**config.mk**
```make
export PLATFORM = sky130hd
export DESIGN_NAME = gol_cell_plotter
export DESIGN_NICKNAME = d
export VERILOG_FILES = /design/src/rtl/gol_pkg.sv /design/src/rtl/gol_xy_scanner.sv /design/src/rtl/gol_cell_plotter.sv
export SDC_FILE = /design/constraint.sdc
export NUM_CORES = 1
export LEC_CHECK = 0
export ABC_AREA = 1
export CAP_MARGIN = 10
export CELL_PAD_IN_SITES_DETAIL_PLACEMENT = 1
export CELL_PAD_IN_SITES_GLOBAL_PLACEMENT = 1
export CORE_UTILIZATION = 36
export DETAILED_ROUTE_END_ITERATION = 16
export PLACE_DENSITY_LB_ADDON = 0.1
export SLEW_MARGIN = 20
export SYNTH_ARGS = -nofsm -noshare
export SYNTH_HDL_FRONTEND = slang
export SYNTH_HIERARCHICAL = 1
export SYNTH_SLANG_ARGS = --single-unit
```
**constraint.sdc**
```tcl
create_clock -name clk -period 2.1 [get_ports clk]
set_input_delay 0.42 -clock clk [delete_from_list [all_inputs] [get_ports clk]]
set_output_delay 0.42 -clock clk [all_outputs]
set_load 0.05 [all_outputs]
```
**src/rtl/gol_pkg.sv**
```systemverilog
// Shared constants and types for the Game of Life display path: board geometry,
// screen size, cell colours and the plotter state encoding.
package gol_pkg;

    localparam int COLS       = 40;
    localparam int ROWS       = 30;
    localparam int CELL_SIZE  = 4;
    localparam int CELL_SHIFT = $clog2(CELL_SIZE);
    localparam int SCREEN_W   = 160;
    localparam int SCREEN_H   = 120;

    localparam int X_W   = 8;
    localparam int Y_W   = 7;
    localparam int ROW_W = 5;
    localparam int COL_W = 6;

    localparam logic [2:0] LIVE_COLOUR = 3'b010;
    localparam logic [2:0] DEAD_COLOUR = 3'b000;

    typedef enum logic [1:0] {
        S_IDLE,
        S_CELL,
        S_CLEAR,
        S_DONE
    } plot_state_t;

endpackage

```
**src/rtl/gol_xy_scanner.sv**
```systemverilog
// Raster 2-D counter: sx runs 0..x_limit fastest, sy 0..y_limit; last marks the
// final coordinate. Shared by the per-cell scan and the full-screen clear sweep.
module gol_xy_scanner
    import gol_pkg::*;
(
    input  logic           clk,
    input  logic           reset,
    input  logic           clear,
    input  logic           enable,
    input  logic [X_W-1:0] x_limit,
    input  logic [Y_W-1:0] y_limit,
    output logic [X_W-1:0] sx,
    output logic [Y_W-1:0] sy,
    output logic           last
);

    logic x_end;
    logic y_end;

    assign x_end = (sx == x_limit);
    assign y_end = (sy == y_limit);
    assign last  = x_end && y_end;

    always_ff @(posedge clk) begin
        if (reset || clear) begin
            sx <= '0;
            sy <= '0;
        end else if (enable) begin
            if (x_end) begin
                sx <= '0;
                sy <= y_end ? '0 : sy + 1'b1;
            end else begin
                sx <= sx + 1'b1;
            end
        end
    end

endmodule

```
**src/rtl/gol_cell_plotter.sv**
```systemverilog
// Expands one cell-draw request into CELL_SIZE x CELL_SIZE registered pixel
// writes for the VGA adapter, or sweeps the whole screen to DEAD_COLOUR.
//
//   state   | meaning
//   S_IDLE  | ready for a request; clear_req has priority
//   S_CELL  | emitting the pixels of the latched cell
//   S_CLEAR | emitting the full-screen sweep
//   S_DONE  | one-cycle completion pulse, no writes
module gol_cell_plotter
    import gol_pkg::*;
(
    input  logic             clk,
    input  logic             reset,
    input  logic             req_valid,
    output logic             req_ready,
    input  logic [ROW_W-1:0] req_row,
    input  logic [COL_W-1:0] req_col,
    input  logic             req_alive,
    input  logic             clear_req,
    output logic [X_W-1:0]   x,
    output logic [Y_W-1:0]   y,
    output logic [2:0]       colour,
    output logic             writeEn,
    output logic             busy,
    output logic             done
);

    plot_state_t state;
    plot_state_t next_state;

    logic [ROW_W-1:0] row_q;
    logic [COL_W-1:0] col_q;
    logic             alive_q;
    logic             pix_last_q;

    logic             in_range;
    logic             start_cell;
    logic             start_clear;
    logic             clear_mode;
    logic             emit;
    logic             scan_clear;
    logic             scan_last;
    logic [X_W-1:0]   sx;
    logic [Y_W-1:0]   sy;
    logic [X_W-1:0]   x_limit;
    logic [Y_W-1:0]   y_limit;
    logic [ROW_W-1:0] row_sel;
    logic [COL_W-1:0] col_sel;
    logic             alive_sel;
    logic [X_W-1:0]   base_x;
    logic [Y_W-1:0]   base_y;
    logic [X_W-1:0]   px_x;
    logic [Y_W-1:0]   px_y;
    logic [2:0]       px_colour;

    assign req_ready   = (state == S_IDLE) && !clear_req;
    assign busy        = (state != S_IDLE);
    assign done        = (state == S_DONE);
    assign in_range    = (req_row < ROW_W'(ROWS)) && (req_col < COL_W'(COLS));
    assign start_clear = (state == S_IDLE) && clear_req;
    assign start_cell  = req_ready && req_valid && in_range;
    assign clear_mode  = start_clear || (state == S_CLEAR);

    // The first pixel is registered on the accepting edge, so the scanner runs
    // one coordinate ahead of the outputs; pix_last_q flags the final write.
    assign emit = start_cell || start_clear ||
                  (((state == S_CELL) || (state == S_CLEAR)) && !pix_last_q);
    assign scan_clear = ((state == S_IDLE) && !emit) || (state == S_DONE);

    assign x_limit = clear_mode ? X_W'(SCREEN_W - 1) : X_W'(CELL_SIZE - 1);
    assign y_limit = clear_mode ? Y_W'(SCREEN_H - 1) : Y_W'(CELL_SIZE - 1);

    // While idle the request is still on the inputs; afterwards use the latch.
    assign row_sel   = (state == S_IDLE) ? req_row   : row_q;
    assign col_sel   = (state == S_IDLE) ? req_col   : col_q;
    assign alive_sel = (state == S_IDLE) ? req_alive : alive_q;

    assign base_x    = X_W'(col_sel) << CELL_SHIFT;
    assign base_y    = Y_W'(row_sel) << CELL_SHIFT;
    assign px_x      = clear_mode ? sx : base_x + sx;
    assign px_y      = clear_mode ? sy : base_y + sy;
    assign px_colour = (!clear_mode && alive_sel) ? LIVE_COLOUR : DEAD_COLOUR;

    gol_xy_scanner u_scanner (
        .clk     (clk),
        .reset   (reset),
        .clear   (scan_clear),
        .enable  (emit),
        .x_limit (x_limit),
        .y_limit (y_limit),
        .sx      (sx),
        .sy      (sy),
        .last    (scan_last)
    );

    always_comb begin
        next_state = state;
        case (state)
            S_IDLE: begin
                if (clear_req)
                    next_state = S_CLEAR;
                else if (req_valid)
                    next_state = in_range ? S_CELL : S_DONE;
            end
            S_CELL, S_CLEAR: begin
                if (pix_last_q)
                    next_state = S_DONE;
            end
            S_DONE:  next_state = S_IDLE;
            default: next_state = S_IDLE;
        endcase
    end

    always_ff @(posedge clk) begin
        if (reset) begin
            state      <= S_IDLE;
            x          <= '0;
            y          <= '0;
            colour     <= '0;
            writeEn    <= 1'b0;
            pix_last_q <= 1'b0;
            row_q      <= '0;
            col_q      <= '0;
            alive_q    <= 1'b0;
        end else begin
            state      <= next_state;
            writeEn    <= emit;
            pix_last_q <= emit && scan_last;
            if (emit) begin
                x      <= px_x;
                y      <= px_y;
                colour <= px_colour;
            end
            if (req_ready && req_valid) begin
                row_q   <= req_row;
                col_q   <= req_col;
                alive_q <= req_alive;
            end
        end
    end

endmodule
```
After elaboration in Yosys (flattened, before gate mapping)
Cells that the tools add are included.

word-level totals
  register bits after elaboration = 49
  latch bits = 0
  memory bits (writable) = 0
  bits in read-only memories = 0
  input bits = 16
  output and inout bits = 22
  word-level logic and storage cells = 64
  memories = 0

cells by class
  $add $sub $neg = 4
  multipliers = 0
  div/mod/pow operators = 0
  magnitude comparators = 2
  equal/unequal tests = 7
  shifts and indexed selects = 0
  multiplexer cells = 15
  bitwise operators = 0
  reductions and logical operators = 25

operators by type and width
  cell                                                 number
  two-way mux 8 bit                                    3
  two-way mux 7 bit                                    3
  logical AND 1 bit                                    10
  two-way mux 2 bit                                    5
  adder 8 x 1 -> 8 bit, second input constant          1
  adder 8 bit                                          1
  equality test 8 bit                                  1
  adder 7 x 1 -> 7 bit, second input constant          1
  adder 7 bit                                          1
  equality test 7 bit                                  1
  logical OR 1 bit                                     6
  less-than comparator 6 bit, second input constant    1
  two-way mux 6 bit                                    1
  one-hot mux 2 bit (3 select lines)                   1
  less-than comparator 5 bit, second input constant    1
  two-way mux 5 bit                                    1
  equality test 2 bit, second input constant           2
  zero test 1 bit                                      4
  AND reduction 2 bit                                  2
  != test 3 bit, second input constant                 1
  equality test 2 x 1 -> 1 bit, second input constant  1
  zero test 2 bit                                      1
  != test 2 bit, second input constant                 1
  nonzero test 2 bit                                   1
  2 further kinds                                      2

Longest topological paths before layout
Gate-level depths: netlist (run 1).

  depth in word-level cells = 10
  depth in mapped cells = 18
  gate-level depth less buffers = 16

Cells and area by module
Netlist (run 1), hierarchy kept.

modules (own cells, without submodules)
  module            times used  cells an instance  area an instance (um^2)  sequential area each (um^2)
  gol_cell_plotter  1           273                1921.8                   640.6
  gol_xy_scanner    1           166                1039.7                   300.3

Worst setup path after synthesis (run 1)
Ideal clock, no wire load.

  kind = register to register
  start = reg state[0]
  end = reg y[6]
  library setup time = 109 ps
  arrival time = 2160 ps
  data required time = 1991 ps
  path slack = -169 ps
  stages on the path, launching flop included = 19
  path buffers = 2
  clock period less this slack = 2269 ps
  cell sequence = dfxtp_1 -> inv_1 -> ha_1 -> buf_4 -> clkbuf_1 -> nand2_1 -> o21ai_0 -> ha_1 -> fa_1 -> inv_1 -> nor2_1 -> nor2_1 -> inv_1 -> nand2_1 -> nand2_1 -> nand2_1 -> nand3_1 -> nand2_1 -> inv_1

on the way
  word-level cells in the longest chain between the ends = 6
  elaborated cells between the ends (all ways) = 15
  classes of those cells = add/sub: 1; eq/ne: 2; mux: 2; reduce/logical: 10

RTL lines
  element                                              RTL line                 text
  from (decl)                                          gol_cell_plotter.sv:28   plot_state_t state;
  from (signal assigned)                               gol_cell_plotter.sv:126  state <= next_state;
  branches (longest 6 deep; another with adder 7 bit)  --
  to (signal assigned)                                 gol_cell_plotter.sv:131  y <= px_y;
  to (decl)                                            gol_cell_plotter.sv:21   output logic [Y_W-1:0] y,

Several ways; the timed one is not identified.
A chain may end at the register's enable or synchronous reset.

Worst setup path after layout (run 1)
  start = reg state[1]
  end = reg u_scanner.sy[4]

on the way
  elaborated cells between the ends (all ways) = 23
  classes of those cells = eq/ne: 5; mux: 3; reduce/logical: 15

RTL lines
  element                                                                    RTL line                                        text
  zero test 2 bit                                                            gol_cell_plotter.sv:60                          assign start_clear = (state == S_IDLE) && clear_req;
  logical AND 1 bit                                                          gol_cell_plotter.sv:60
  logical OR 1 bit *                                                         gol_cell_plotter.sv:62                          assign clear_mode = start_clear || (state == S_CLEAR);
  via clear_mode                                                             gol_cell_plotter.sv:39                          logic clear_mode;
  two-way mux 8 bit / two-way mux 7 bit (equally long branches)              gol_cell_plotter.sv:70, gol_cell_plotter.sv:71
  equality test 8 bit / equality test 7 bit (equally long branches)          gol_xy_scanner.sv:20, gol_xy_scanner.sv:21
  AND reduction 2 bit (no line) / two-way mux 7 bit (equally long branches)  --
  to (signal assigned)                                                       gol_xy_scanner.sv:31                            sy <= y_end ? '0 : sy + 1'b1;
  to (decl)                                                                  gol_xy_scanner.sv:13                            output logic [Y_W-1:0] sy,

The timed path passes the listed nets; every way through them passes the cells marked *.

==> flow_summary.ini, run 1 <==
[floorplanning]
die_y_microns = 92.7
die_area_sq_mm = 0.00859
core_region_area_sq_mm = 0.00785
die_x_microns = 92.7
io_pins = 38
placementRows = 32
start_util_pct = 37.7

[route]
viasPerCell = 4.76
vias = 2991
wl_microns = 8750
ant_nets = 0
drcViolationCount = 0
initialDrtViolationCount = 79
wl_per_cell_microns = 13.9
first_pass_iters = 4

[status]
status = finished, violations left
violations = setup timing

[synth]
async_flop_share_pct = 0
yosys.area.top_type = dfxtp_1
synth_top_area_share_pct = 31.8
synth_ff_type = dfxtp_1
yosysWarnings = 6
synth_edf_count = 0
synth_commonest_cells = nand2_1, inv_1, dfxtp_1
yosys.cell_types.count = 35
ys_ff_latch = 47
yosysMostFrequentCell = nand2_1
synth_area_sq_mm = 0.00296
synth-seq-area-share_pct = 31.8
ys_top_cells_by_area = dfxtp_1, nand2_1, inv_1, ha_1, o21ai_0
synthCells = 439
syn_area_per_cell_sq_um = 6.75

[global_route]
grt_pass1_vias = 2987
antenna_found_initial = 0
grt_first_pass_wirelength_microns = 14400
grt_overflow_total = 0
grt_max_degree = 20
grt.total_usage_pct = 21.6

[setup_path]
worst_r2r_path_depth = 17
cp_max_fo = 6
critPathRequiredTime_ns = 2.30
reg2reg_to = u_scanner/sy[4]
crit_top_cell = nand2_1
rrSetupSlack_ns = -0.07
crit_arrival_ns = 2.38
crit_slowest_cell = dfxtp_2
crit_start = state[1]
crit_path_end = u_scanner/sy[4]
r2r-start = state[1]
path_cells = inv_2 > ha_4 > buf_6 > nand2_4 > inv_4 > nor2_4 > clkinvlp_4 > buf_12 > inv_1 > nand2_1 > nand2_1 > nand2_2 > nor2_4 > nand3_4 > buf_6 > nand2_1 > a21oi_2
start_kind = flop
end_kind = flop
worstSetupPathType = reg2reg
slowest_delay_ns = 0.35

[timing]
slew_violations = 0
relSlewSlack_pct = 66.4
fmax_mhz = 460
finalSetupViolations = 11
finalHoldViolCount = 0
worst_pin_slew_ns = 0.502
fin_tns_setup_ns = -0.380
rsz0062_at_grt = yes
worst_clock_skew_ns = 0.00945
period_share_pct = 103
fin_ws_ns = -0.0728
layout_min_cycle_time_ns = 2.17

[layout]
nets = 558
post-route-cell-area_sq_mm = 0.00410
fill_cells = 1007
n_antenna_cell = 0
drive_gt1_share_pct = 21.5
area_delta_synth_final_pct = 38.5

[clock_network]
cts-root-buf = clkbuf_8
worstSkewPairLatency_ns = 0.30
cts_tree = built
cts_buffer_depth = 2
cts_buffers = 5
htreeDepth = 2
clock-sinks = 47
postCtsHoldBufs = 0
clkTransAtPathRegs_ns = 0.09

[power_and_ir_drop]
power_switching_uw = 2250
ir_worst_vdd_v = 0.000811
power_frac_comb_pct = 63.0
switching_share_pct = 45.7
p_leak_uw = 0.00195
pwr-share-clk_pct = 13.4
pwr-share-seq_pct = 23.5
powerDensity_mw_per_mm2 = 1200
p_int_uw = 2680

[place]
place_area_sq_mm = 0.00377
portBuffers = 35
place.gp.congestion = 0.807
hpwlAfterDp_microns = 6550

[run]
cap_violations = 0

[min_path]
hold_path.class = reg2reg
worstHoldPathCells = 2
power groups by stage:
stage                     clock network, uW  logic [uW]  registers (uW)
after CTS                               682        2950            1160
after floorplan                           0        1390            1530
after global placement                    0        2690            1180
after detailed placement                  0        2770            1190
final                                   662        3110            1160
after global routing                    718        3370            1180
worst max-delay path, delay by kind of cell (launching register included):
kind                     cells  cell delay [ns]
AO/OA/AOI/OAI                1             0.06
flip-flops                   1             0.35
AND/OR/NAND/NOR              8             0.77
buffers and inverters        7             0.71
adder cells (fa/ha/maj)      1             0.17
per-layer routing:
metal	vias up	global-route usage, %	wire, microns
met4	0	5.77	157
met3	15	2.87	160
li1	1522	-	-
met5	-	0	0
met2	34	39.6	4540
met1	1420	26.3	3890
layout make-up:
class / instances / area (sq um) / area share [%]
well taps: 102 / 128 / 3.11
repair buffers: 81 / 782 / 19.1
flip-flops and latches: 47 / 943 / 23.0
multi-input cells: 326 / 1890 / 46.2
clock inverters: 1 / 30.0 / 0.732
clock buffers: 6 / 72.6 / 1.77
inverters: 65 / 253 / 6.16
cells by family (layout without fill, tap and decap cells):
group,Yosys count,after routing,share of synthesized area (%)
fa+ha+maj,16,16,7.27
flops,47,47,31.8
mux,4,4,1.35
xor+xnor,15,15,4.44
buf+inv,78,153,11.0
compound gates,61,61,10.5
simple gates,216,217,33.5
other cells,2,13,0.254
worst min path at each step:
| stage | startpoint | to |
|---|---|---|
| floorplan | row_q[0] | row_q[0] |
| global placement | col_q[0] | col_q[0] |
| detailed placement | row_q[1] | row_q[1] |
| CTS | y[0] | y[0] |
| global route | y[3] | y[3] |
| finish | y[0] | y[0] |
placed cells by master (no fill, tap or decap), types with 4 or more instances in the layout:
cell and instances:
nand2_1 128, inv_1 54, dfxtp_1 45, buf_4 38, clkdlybuf4s50_1 32, nor2_1 29, o21ai_0 24, a21oi_1 19
nand3_1 19, conb_1 13, o21ai_1 11, ha_1 11, xnor2_1 9, nand2_2 9, inv_2 7, buf_12 6
nand2_4 5, nor2_4 5, clkbuf_8 5, buf_6 5, nor2_2 4, mux2i_1 4, nor3_1 4
sequential cells by signal (all words and copies together), names as in the netlist:
name and count:
u_scanner/sy 7, u_scanner/sx 8, writeEn 1, y 7, x 8, col_q 6
state 2, row_q 5, alive_q 1, pix_last_q 1, colour 1
repair_timing:
action | CTS | global route
pin swaps | 8 | 15
setup buffers | 7 | 3
cloned | 1 | 0
endpoints found under the setup margin | 14 | 23
gates resized for setup | 18 | 24
stage by stage:
step	power, uW	worst slack, ns	instances	utilization, %	hold slack, ns
after floorplan	2930	-0.0734	450	-	0.424
after global placement	3870	-0.239	610	48.1	0.433
after detailed placement	3960	-0.359	610	48.1	0.441
after CTS	4790	-0.0333	625	50.9	0.457
after global routing	5270	-0.174	628	52.3	0.478
final	4930	-0.0728	628	52.3	0.453
(Power assumes the default switching activity.)
==> run 2: changes to the inputs <==
TNS_END_PERCENT = 10   (was not set)
==> run 2 against run 1 <==
Compared with the run above:
- the run still ends with setup timing left
- cell area is 3.1% higher
- hold slack hardly changed
- highest routed layer unchanged
- combinational power is 4% higher
- sequential share of layout area is 0.69 points lower
- first-iteration DRC count is 25% lower
- cell count is 1.1% higher
- setup slack better by 0.023 ns
- sequential cell count stayed put
- sequential power hardly changed
- critical endpoint is now y[5]
- register-to-register slack better by 0.02 ns
==> flow_summary.ini, run 2 (synthesis results as in run 1) <==
[place]
portBuffers = 35
place.gp.congestion = 0.848
place_area_sq_mm = 0.00376
hpwlAfterDp_microns = 6640

[clock_network]
cts-root-buf = clkbuf_8
htreeDepth = 2
clkTransAtPathRegs_ns = 0.09
cts_buffers = 5
clock-sinks = 47
postCtsHoldBufs = 0
cts_tree = built
worstSkewPairLatency_ns = 0.30
cts_buffer_depth = 2

[min_path]
hp-start = y[1]
hold_path.class = reg2reg

[timing]
fmax_mhz = 465
fin_ws_ns = -0.0502
layout_min_cycle_time_ns = 2.15
rsz0062_at_grt = yes
slew_violations = 0
fin_tns_setup_ns = -0.232
period_share_pct = 102
relSlewSlack_pct = 66.8
worst_pin_slew_ns = 0.496
finalSetupViolations = 10
finalHoldViolCount = 0
worst_clock_skew_ns = 0.0104

[route]
wl_per_cell_microns = 14.1
viasPerCell = 4.68
ant_nets = 0
vias = 2973
first_pass_iters = 4
initialDrtViolationCount = 59
wl_microns = 8940
drcViolationCount = 0

[global_route]
grt_max_degree = 19
grt.total_usage_pct = 21.5
antenna_found_initial = 0
grt_overflow_total = 0
grt_pass1_vias = 3022
grt_first_pass_wirelength_microns = 14300

[floorplanning]
core_region_area_sq_mm = 0.00785
placementRows = 32
die_x_microns = 92.7
die_area_sq_mm = 0.00859
die_y_microns = 92.7
io_pins = 38
start_util_pct = 37.7

[layout]
n_antenna_cell = 0
post-route-cell-area_sq_mm = 0.00423
utilization_pct = 53.9
nets = 564
layout_common_cells = nand2_1, inv_1, dfxtp_1
fill_cells = 996
area_delta_synth_final_pct = 42.8
drive_gt1_share_pct = 24.6
reg_top3 = u_scanner/sx x8, x x8
final_common_cell = nand2_1

[setup_path]
end_kind = flop
path_cells = inv_4 > ha_4 > buf_12 > buf_6 > nand2_1 > o21ai_1 > ha_1 > buf_4 > nand3_1 > nand2_1 > xnor2_1 > nand2_1 > nand2_1 > nand2_1
crit_top_cell = nand2_1
slowest_delay_ns = 0.37
crit_start = state[0]
crit_slowest_cell = dfxtp_2
crit_arrival_ns = 2.35
start_kind = flop
cp_max_fo = 9
worstSetupPathType = reg2reg
r2r-start = state[0]
critPathRequiredTime_ns = 2.30

[power_and_ir_drop]
ir_worst_vdd_v = 0.000708
powerDensity_mw_per_mm2 = 1210
p_leak_uw = 0.00201

[status]
status = finished, violations left
violations = setup timing

[run]
cap_violations = 0
==> run 2: cell types whose count changed in the layout (fill, tap and decap cells not counted), moves of 3 or more <==
cell | previous run | this run
nor2_1 | 29 | 25
o21ai_0 | 24 | 20
buf_6 | 5 | 8
nand2_2 | 9 | 6
==> run 2: what timing repair did <==
action,4_1_cts,5_1_grt
setup endpoints to repair,17,28
resized for setup,27,40
setup buffers,11,7
gates cloned,1,0
pin swaps,17,34
==> run 2: cell type report <==
class	count	area [sq um]	share of cell area, %
clock buffers	6	82.6	1.95
clock inverters	2	35.0	0.828
inverters	65	255	6.03
multi-input cells	325	1920	45.3
flip-flops and latches	47	943	22.3
well taps	102	128	3.02
repair buffers	87	862	20.4
repair inverters	1	7.51	0.177
==> run 2: metal layers <==
| layer | part of all wire [%] | track usage, % | vias to the layer above |
|---|---|---|---|
| met4 | 1.1 | 5.90 | 0 |
| met1 | 46 | 26.4 | 1396 |
| met5 | 0 | 0 | - |
| li1 | - | - | 1536 |
| met2 | 51 | 39.1 | 31 |
| met3 | 1.6 | 2.79 | 10 |
==> run 2: worst paths after layout <==
path | cells past startpoint | slack (ns) | endpoint
worst max-delay path | 14 | -0.05 | y[5]
worst min-delay path | 2 | 0.45 | y[1]
worst max register to register | 14 | -0.05 | y[5]
worst min register to register | 2 | 0.45 | y[1]
==> run 2: per-stage QoR <==
step | setup WS [ns] | hold slack (ns) | total power [uW] | cells
global placement | -0.336 | 0.432 | 3880 | 609
finish | -0.0502 | 0.453 | 5100 | 635
CTS | -0.0304 | 0.459 | 4930 | 629
global route | -0.154 | 0.484 | 5450 | 635
floorplan | -0.0734 | 0.424 | 2920 | 450
detailed placement | -0.486 | 0.446 | 3940 | 609
==> run 2: power by group <==
group	switching [uW]	internal [uW]
Combinational	1880	1360
Sequential	102	1070
Clock	314	386
==> run 2: critical path: cells and delay by family (launching register included) <==
kind | cells | cell delay (ns)
compound gates | 1 | 0.07
fa+ha+maj | 2 | 0.51
buf+inv | 4 | 0.46
xor+xnor | 1 | 0.18
simple gates | 6 | 0.46
flops | 1 | 0.37
==> run 3: changes to the inputs <==
CELL_PAD_IN_SITES_DETAIL_PLACEMENT = not set   (was 1)
CELL_PAD_IN_SITES_GLOBAL_PLACEMENT = not set   (was 1)
CORE_UTILIZATION = 40   (was 36)
CTS_CLUSTER_DIAMETER = 30   (was not set)
PLACE_DENSITY_LB_ADDON = not set   (was 0.1)
==> run 3 against run 2 <==
Compared with the run above:
- setup slack improved by 0.10 ns
- critical path type is now reg2out
- die area decreased by 9.8%
- sequential cell count unchanged
- the flow now finishes without violations
- via count decreased by 2.5%
- hold slack about the same
- routed wire length decreased by 19%
- core utilization increased by 1.9 points
- combinational power decreased by 7.7%
- critical path depth decreased by 6
- global-route usage decreased by 2.2 points
==> flow_summary.ini, run 3 (synthesis results as in run 1) <==
[layout]
reg_top3 = u_scanner/sx x8, x x8
fill_cells = 726
nets = 561
drive_gt1_share_pct = 22.7
layout_common_cells = nand2_1, inv_1, dfxtp_1, buf_4, clkdlybuf4s50_1
final_common_cell = nand2_1
n_antenna_cell = 0
area_delta_synth_final_pct = 36.0
final_cell_count_no_fill = 627

[timing]
worst_pin_slew_ns = 0.499
finalSetupViolations = 0
rsz0062_at_grt = yes
slew_violations = 0
layout_min_cycle_time_ns = 2.05
fin_ws_ns = 0.0510
period_share_pct = 97.6
relSlewSlack_pct = 66.6
worst_clock_skew_ns = 0.00736
finalHoldViolCount = 0
fmax_mhz = 488
hold_slack_ns = 0.453
fin_tns_setup_ns = 0

[setup_path]
end_kind = output port
crit_buf_inv = 6
cp_max_fo = 7
critPathRequiredTime_ns = 1.68
worstSetupPathType = reg2out
crit_family = buffers and inverters
crit_arrival_ns = 1.63
path_cells = inv_2 > ha_4 > buf_6 > buf_4 > nand2_4 > buf_4 > inv_2 > buf_12
crit_slowest_cell = dfxtp_2
slowest_delay_ns = 0.33
start_kind = flop

[min_path]
hold_path.class = reg2reg

[power_and_ir_drop]
power_frac_comb_pct = 64.1
switching_share_pct = 45.5
pwr-share-clk_pct = 11.0
p_leak_uw = 0.00192
ir_worst_vdd_v = 0.000608
powerDensity_mw_per_mm2 = 1160
p_int_uw = 2540
pwr-share-seq_pct = 24.8
power_uw = 4660
power_switching_uw = 2120

[clock_network]
cts-root-buf = clkbuf_8
cts_buffers = 5
htreeDepth = 2
postCtsHoldBufs = 0
worstSkewPairLatency_ns = 0.30
clkTransAtPathRegs_ns = 0.08
clock-sinks = 47
cts_buffer_depth = 2
cts_tree = built

[global_route]
grt.total_usage_pct = 19.3
grt_overflow_total = 0
antenna_found_initial = 0
grt_first_pass_wirelength_microns = 11400
grt_pass1_vias = 2486
grt_max_degree = 17

[place]
portBuffers = 35
dp.cells = 609
place_ws_ns = -0.395
hpwlAfterDp_microns = 5460
place.gp.congestion = 0.815

[route]
drcViolationCount = 0
vias = 2899
first_pass_iters = 4
wl_microns = 7260
wl_per_cell_microns = 11.6
initialDrtViolationCount = 96
viasPerCell = 4.62
ant_nets = 0

[floorplanning]
io_pins = 38
core_region_area_sq_mm = 0.00721
die_x_microns = 88.0
die_area_sq_mm = 0.00775
die_y_microns = 88.0
start_util_pct = 41.1
placementRows = 31

[status]
status = finished, final reports clean

[run]
cap_violations = 0
[run 3: cell types whose count changed in the layout (fill, tap and decap cells not counted), sizes merged]
cell	delta
buf	-2
bufinv	-1
clkinvlp	-1
clkinv	-1
dlygate4sd2	-1
dlymetal6s2s	+1
[run 3: metrics by stage]
stage                     instance area [sq um]  util (%)
after floorplan                            3040         -
after global placement                     3730      51.7
after detailed placement                   3730      51.7
after CTS                                  3840      53.3
after global routing                       4030      55.8
final                                      4030      55.8
[run 3: worst paths after layout]
kind | startpoint | to | slack (ns) | cells past startpoint
hold reg to reg | x[7] | x[7] | 0.45 | 2
hold / removal | x[7] | x[7] | 0.45 | 2
setup / recovery | state[0] | req_ready | 0.05 | 8
setup reg to reg | state[0] | y[6] | 0.06 | 16
[run 3: layer usage]
layer	vias to the layer above	global-route usage [%]	wire length, microns
met5	-	0	0
met4	0	5.13	74
met3	7	3.20	168
met2	28	33.8	3630
met1	1336	24.6	3390
li1	1528	-	-
[run 3: power by group through the flow]
stage          Combinational, uW  Sequential (uW)  Clock, uW
3_5_place_dp                2650             1180          0
5_1_grt                     3240             1170        571
3_3_place_gp                2610             1180          0
6_report                    2990             1160        513
2_1_floorplan               1390             1530          0
4_1_cts                     2740             1160        530
[run 3: layout make-up]
type / instances / area, sq um / share of cell area [%]
Multi-Input combinational cell: 325 / 1860 / 46.1
Sequential cell: 47 / 943 / 23.4
Timing Repair Buffer: 85 / 777 / 19.3
Inverter: 65 / 253 / 6.28
Tap cell: 99 / 124 / 3.08
Clock buffer: 6 / 72.6 / 1.80
[run 3: worst register-to-register path: cells and delay by family (launching register included)]
family                     cells  cell delay, ns
adders and majority gates      3            0.77
and+or+nand+nor                8            0.54
DFF                            1            0.34
buffers and inverters          4            0.21
AOI/OAI and AO/OA              1            0.10
[run 3: what timing repair did]
| item | CTS | global route |
|---|---|---|
| setup buffers | 3 | 9 |
| pin swaps | 2 | 28 |
| endpoints found under the setup margin | 10 | 17 |
| gates resized for setup | 3 | 45 |
